File: config.mk
export PLATFORM = sky130hd
export DESIGN_NAME = button_event_detector_multi
export DESIGN_NICKNAME = d
export VERILOG_FILES = /design/src/rtl/button_event_detector_multi.sv
export SDC_FILE = /design/constraint.sdc
export NUM_CORES = 1
export LEC_CHECK = 0
export BUFFER_PORTS_ARGS = -buffer_cell sky130_fd_sc_hd__buf_2
export CAP_MARGIN = 40
export CORE_MARGIN = 4
export CORE_UTILIZATION = 40
export DETAILED_ROUTE_END_ITERATION = 10
export GPL_TIMING_DRIVEN = 1
export PLACE_DENSITY = 0.69
export SKIP_CTS_REPAIR_TIMING = 1
export SLEW_MARGIN = 20
export SYNTH_ARGS = -nofsm -noshare
export SYNTH_HDL_FRONTEND = slang
export SYNTH_SLANG_ARGS = --single-unit
File: constraint.sdc
create_clock -name clk -period 7.3 [get_ports clk]
set_input_delay 0.365 -clock clk [delete_from_list [all_inputs] [get_ports clk]]
set_output_delay 0.365 -clock clk [all_outputs]
set_load 0.02 [all_outputs]
File: src/rtl/button_event_detector_multi.sv
// rtl/button_event_detector_multi.sv - multi-channel debounced button edge detector with event counter
//
// Purpose: each channel synchronises a raw button level, debounces it with a
// four-state FSM and emits a one-cycle event pulse on accepted rising and/or
// falling transitions. The transitions that produce events are selected by the
// shared mode qualifier. A saturating counter totals the qualified events
// across all channels.
//
// Ports:
//   clk          rising-edge clock
//   rst          synchronous active-high reset
//   y[N]         raw asynchronous button levels
//   mode[2]      event qualifier: 00 none, 01 rising, 10 falling, 11 both
//   clr_cnt      synchronous clear of event_count; wins over same-cycle events
//   e[N]         registered one-cycle event pulse per channel
//   level[N]     registered debounced level per channel
//   event_count  saturating total of qualified events

module button_event_detector_multi #(
    parameter int N         = 4,
    parameter int DB_CYCLES = 4,
    parameter int CNT_W     = 8
) (
    input  logic             clk,
    input  logic             rst,
    input  logic [N-1:0]     y,
    input  logic [1:0]       mode,
    input  logic             clr_cnt,
    output logic [N-1:0]     e,
    output logic [N-1:0]     level,
    output logic [CNT_W-1:0] event_count
);

    localparam int CW = $clog2(DB_CYCLES + 1);
    localparam logic [CW-1:0] DB_MAX = CW'(DB_CYCLES);
    localparam logic [CW-1:0] CNT_ONE = CW'(1);
    // Sum width leaves room for up to 32 events on top of a full counter.
    localparam int SW = CNT_W + 6;
    localparam logic [SW-1:0] CNT_SAT = SW'((64'd1 << CNT_W) - 64'd1);

    typedef enum logic [1:0] {
        LOW      = 2'd0,
        RISE_CHK = 2'd1,
        HIGH     = 2'd2,
        FALL_CHK = 2'd3
    } state_t;

    logic [N-1:0]     s1;
    logic [N-1:0]     y_s;
    state_t           state     [N];
    state_t           state_nxt [N];
    logic [CW-1:0]    cnt       [N];
    logic [CW-1:0]    cnt_nxt   [N];
    logic [N-1:0]     rise;
    logic [N-1:0]     fall;
    logic [N-1:0]     e_nxt;
    logic [N-1:0]     level_nxt;
    logic [SW-1:0]    total;
    logic [CNT_W-1:0] count_nxt;

    // State register: synchroniser, FSMs, debounce counters and registered outputs.
    always_ff @(posedge clk) begin
        if (rst) begin
            s1          <= '0;
            y_s         <= '0;
            e           <= '0;
            level       <= '0;
            event_count <= '0;
            for (int i = 0; i < N; i++) begin
                state[i] <= LOW;
                cnt[i]   <= '0;
            end
        end else begin
            s1          <= y;
            y_s         <= s1;
            e           <= e_nxt;
            level       <= level_nxt;
            event_count <= count_nxt;
            for (int i = 0; i < N; i++) begin
                state[i] <= state_nxt[i];
                cnt[i]   <= cnt_nxt[i];
            end
        end
    end

    // Next-state logic: independent of mode so the debounce never depends on
    // which transitions are being reported.
    always_comb begin
        for (int i = 0; i < N; i++) begin
            state_nxt[i] = state[i];
            cnt_nxt[i]   = '0;
            case (state[i])
                LOW: begin
                    if (y_s[i]) begin
                        if (DB_CYCLES == 1) begin
                            state_nxt[i] = HIGH;
                        end else begin
                            state_nxt[i] = RISE_CHK;
                            cnt_nxt[i]   = CNT_ONE;
                        end
                    end
                end
                RISE_CHK: begin
                    if (!y_s[i]) begin
                        state_nxt[i] = LOW;
                    end else if (cnt[i] + CNT_ONE == DB_MAX) begin
                        state_nxt[i] = HIGH;
                    end else begin
                        cnt_nxt[i] = cnt[i] + CNT_ONE;
                    end
                end
                HIGH: begin
                    if (!y_s[i]) begin
                        if (DB_CYCLES == 1) begin
                            state_nxt[i] = LOW;
                        end else begin
                            state_nxt[i] = FALL_CHK;
                            cnt_nxt[i]   = CNT_ONE;
                        end
                    end
                end
                FALL_CHK: begin
                    if (y_s[i]) begin
                        state_nxt[i] = HIGH;
                    end else if (cnt[i] + CNT_ONE == DB_MAX) begin
                        state_nxt[i] = LOW;
                    end else begin
                        cnt_nxt[i] = cnt[i] + CNT_ONE;
                    end
                end
                default: begin
                    state_nxt[i] = LOW;
                end
            endcase
        end
    end

    // Output logic: a rise is entry into HIGH from the low side only, so an
    // aborted fall check (FALL_CHK -> HIGH) is not reported, and vice versa.
    always_comb begin
        rise      = '0;
        fall      = '0;
        e_nxt     = '0;
        level_nxt = level;
        total     = SW'(event_count);
        for (int i = 0; i < N; i++) begin
            rise[i] = (state_nxt[i] == HIGH) && ((state[i] == LOW) || (state[i] == RISE_CHK));
            fall[i] = (state_nxt[i] == LOW) && ((state[i] == HIGH) || (state[i] == FALL_CHK));
            e_nxt[i] = (rise[i] && mode[0]) || (fall[i] && mode[1]);
            if (rise[i]) begin
                level_nxt[i] = 1'b1;
            end else if (fall[i]) begin
                level_nxt[i] = 1'b0;
            end
            total = total + SW'(e_nxt[i]);
        end
        if (clr_cnt) begin
            count_nxt = '0;
        end else if (total > CNT_SAT) begin
            count_nxt = CNT_SAT[CNT_W-1:0];
        end else begin
            count_nxt = total[CNT_W-1:0];
        end
    end

endmodule

==> qor.yml <==
run_status:
  status: "finished clean"
drt:
  vias: 1223
  viasPerCell: 4.85
  route.antenna.remaining_nets: 0
  drt_iter0_drc: 44
  dr.pass1.iters: 4
  detail_route.wl_per_cell_um: 11.5
  drc: 0
  wl_um: 2910
setup_path:
  r2r_slack_ns: 4.03
  crit_type: "reg2reg"
  slowest_stage: "fa_1"
  worstSetupPathDepth: 10
  rr_worst_depth: 10
  crit_top_cell: "fa_1"
  r2r-end: "event_count[1]"
  arrival_ns: 3.50
  critPathLaunchType: "register"
  r2r_start: "cnt[2][0]"
  cp_cell_sequence: "ha_1, xor2_1, and3_1, nand2_1, fa_1, fa_1, fa_1, nor3b_2, nand4_2, a21oi_1"
  slowest_delay_ns: 0.48
  required_ns: 7.53
  critPathLaunch: "cnt[2][0]"
  crit_path_end_kind: "register"
  cp_max_fo: 5
  crit_family: "adder cells"
  worstSetupEndpoint: "event_count[1]"
  crit_buf_inv: 0
timing:
  tightest_slew_ns: 0.615
  tns_ns: 0
  rsz0062_at_grt: "false"
  worst_slack_ns: 4.03
  hold_ws_ns: 0.277
  hold_viol: 0
  fmax_ghz: 0.306
  finalCriticalPeriod_ns: 3.27
  max_slew_margin_pct: 59.0
  clock_skew_ns: 0.00630
  period_share_pct: 44.8
  finalSetupViolCount: 0
  slew_viol_final: 0
synthesis:
  synth-seq-cells: 44
  yosysWarnings: 0
  synthDistinctLibCells: 31
  synthCells: 177
  syn-num-nets: 198
  synth.avg_cell_area_um2: 10.6
  ys_seq_area_share_pct: 47.1
  synth_area_mm2: 0.00187
placement:
  dp_hpwl_um: 2150
  dp_slack_ns: 4.05
  port_buffers: 24
  place_inst: 245
  routabilityCongestion: 0.728
pwr:
  ir_drop_mv: 0.108
  p_total_uw: 409
  power_density_mw_per_mm2: 198
  p_leak_uw: 0.000910
cells_and_area:
  stdcell_count: 252
  antenna_cells: 0
  layout-drive-gt1-share_pct: 18.0
  area_delta_synth_final_pct: 10.8
  fin_nets: 221
floorplanning:
  start_util_pct: 42.1
  dieArea_mm2: 0.00583
  rows: 24
  die-width_um: 76.4
  core_area_mm2: 0.00444
  io_pins: 25
  die_y_um: 76.4
global_routing:
  grt_pass1_vias: 1204
  grt_max_degree: 30
  track_usage_pct: 11.4
  grt_antenna_before_repair: 0
  grt_pass1_wl_um: 5440
  grt.overflow.total: 0
clock_tree:
  cts_tree: "done"
  cts_made_buffers: 5
  clock_latency_ns: 0.29
  cts_buffer_depth: 2
  cts_sinks: 44
  htreeDepth: 2
  path_clk_slew_ns: 0.08
  root_buffer: "clkbuf_8"
flow_run:
  cap_viol_max_count: 0
hold_path:
  hp-class: "in2reg"
==> through the flow <==
stage / area [um^2] / utilization [%]
floorplan: 1870 / -
global placement: 1990 / 44.8
detailed placement: 1990 / 44.8
CTS: 2070 / 46.6
global route: 2070 / 46.6
finish: 2070 / 46.6
==> layout by cell type (no fill, tap or decap) <==
cell	count
dfxtp_1	44
buf_2	24
nor2b_1	15
nor2_1	15
a21oi_1	10
ha_1	9
and3_1	8
nand2_1	8
mux2i_1	8
inv_1	7
xor2_1	7
and4b_1	5
clkbuf_8	5
nor3_4	4
a21boi_1	4
o21ai_0	4
nor3_1	3
fa_1	3
a22o_1	2
o2bb2ai_1	2
xnor2_1	2
or2_1	1
nor3b_2	1
nand4_2	1
o2111ai_1	1
nand3_1	1
o21bai_1	1
a31oi_1	1
o21ai_1	1
o21ba_1	1
clkbuf_1	1
clkinv_2	1
==> sequential cells by signal (all words and copies together), names as in the netlist <==
name         count
cnt             12
event_count      8
state            8
e                4
level            4
s1               4
y_s              4
==> worst min path at each step <==
| stage | start | to | slack, ns | cells after the start |
|---|---|---|---|---|
| after floorplan | s1[0] | y_s[0] | 0.41 | 1 |
| after global placement | s1[2] | y_s[2] | 0.42 | 1 |
| after detailed placement | s1[0] | y_s[0] | 0.42 | 1 |
| after CTS | y[3] | s1[3] | 0.27 | 2 |
| after global routing | y[3] | s1[3] | 0.27 | 2 |
| final | y[3] | s1[3] | 0.28 | 2 |
==> metal layers <==
metal,global-route usage [%],vias to the layer above,wire length [um]
met2,17.3,19,1220
li1,-,651,-
met5,0,-,0
met4,7.07,0,61
met1,14.7,548,1490
met3,2.60,5,137
==> power by group <==
| group | switching (uW) | total (uW) | internal (uW) |
|---|---|---|---|
| logic | 11.6 | 19.7 | 8.02 |
| registers | 3.47 | 249 | 245 |
| clock network | 75.7 | 141 | 65.0 |
| total | 90.8 | 409 | 318 |
==> worst reg2reg max path: stages, from the launching register on <==
cell	delay (ns)
dfxtp_1	0.36
ha_1	0.17
xor2_1	0.17
and3_1	0.32
nand2_1	0.14
fa_1	0.48
fa_1	0.41
fa_1	0.44
nor3b_2	0.31
nand4_2	0.20
a21oi_1	0.19
==> cell usage after synthesis <==
cell | number | area, um^2
nand2_1 | 8 | 30.0
xor2_1 | 7 | 61.3
nor2b_1 | 15 | 93.8
nand3_1 | 1 | 5.00
a22o_1 | 2 | 17.5
or2_1 | 1 | 6.26
dfxtp_1 | 44 | 881
buf_6 | 4 | 45.0
xnor2_1 | 2 | 17.5
nand4_2 | 1 | 12.5
o21ai_0 | 4 | 20.0
and3_1 | 8 | 50.1
a21boi_1 | 4 | 30.0
o2111ai_1 | 1 | 8.76
buf_2 | 1 | 5.00
o2bb2ai_1 | 2 | 17.5
nor2_1 | 15 | 56.3
o21ai_1 | 1 | 5.00
o21ba_1 | 1 | 10.0
a21oi_1 | 10 | 50.1
inv_1 | 7 | 26.3
fa_1 | 3 | 60.1
nor3_4 | 4 | 65.1
mux2i_1 | 8 | 80.1
ha_1 | 9 | 113
clkbuf_1 | 3 | 11.3
o21bai_1 | 1 | 7.51
nor3_1 | 3 | 15.0
and4b_1 | 5 | 50.1
nor3b_2 | 1 | 12.5
a31oi_1 | 1 | 6.26
==> kinds of logic (layout without fill, tap and decap cells) <==
logic type | Yosys count | count (layout) | synth area share (%)
xor gates and xnor gates | 9 | 9 | 4.22
AOI/OAI and AO/OA | 27 | 27 | 9.24
buffers and inverters | 15 | 38 | 4.69
muxes | 8 | 8 | 4.28
DFF | 44 | 44 | 47.1
and+or+nand+nor | 62 | 62 | 21.2
adders and majority gates | 12 | 12 | 9.24
==> area by class of cell <==
type,count,area [um^2]
sequential,44,881
inverter,7,26.3
tap,52,65.1
timing repair buffer,24,120
clock inverter,1,5.00
fill,426,2370
multi-input combinational,118,901
clock buffer,6,72.6
No activity file was read; power rests on OpenSTA's default activity.
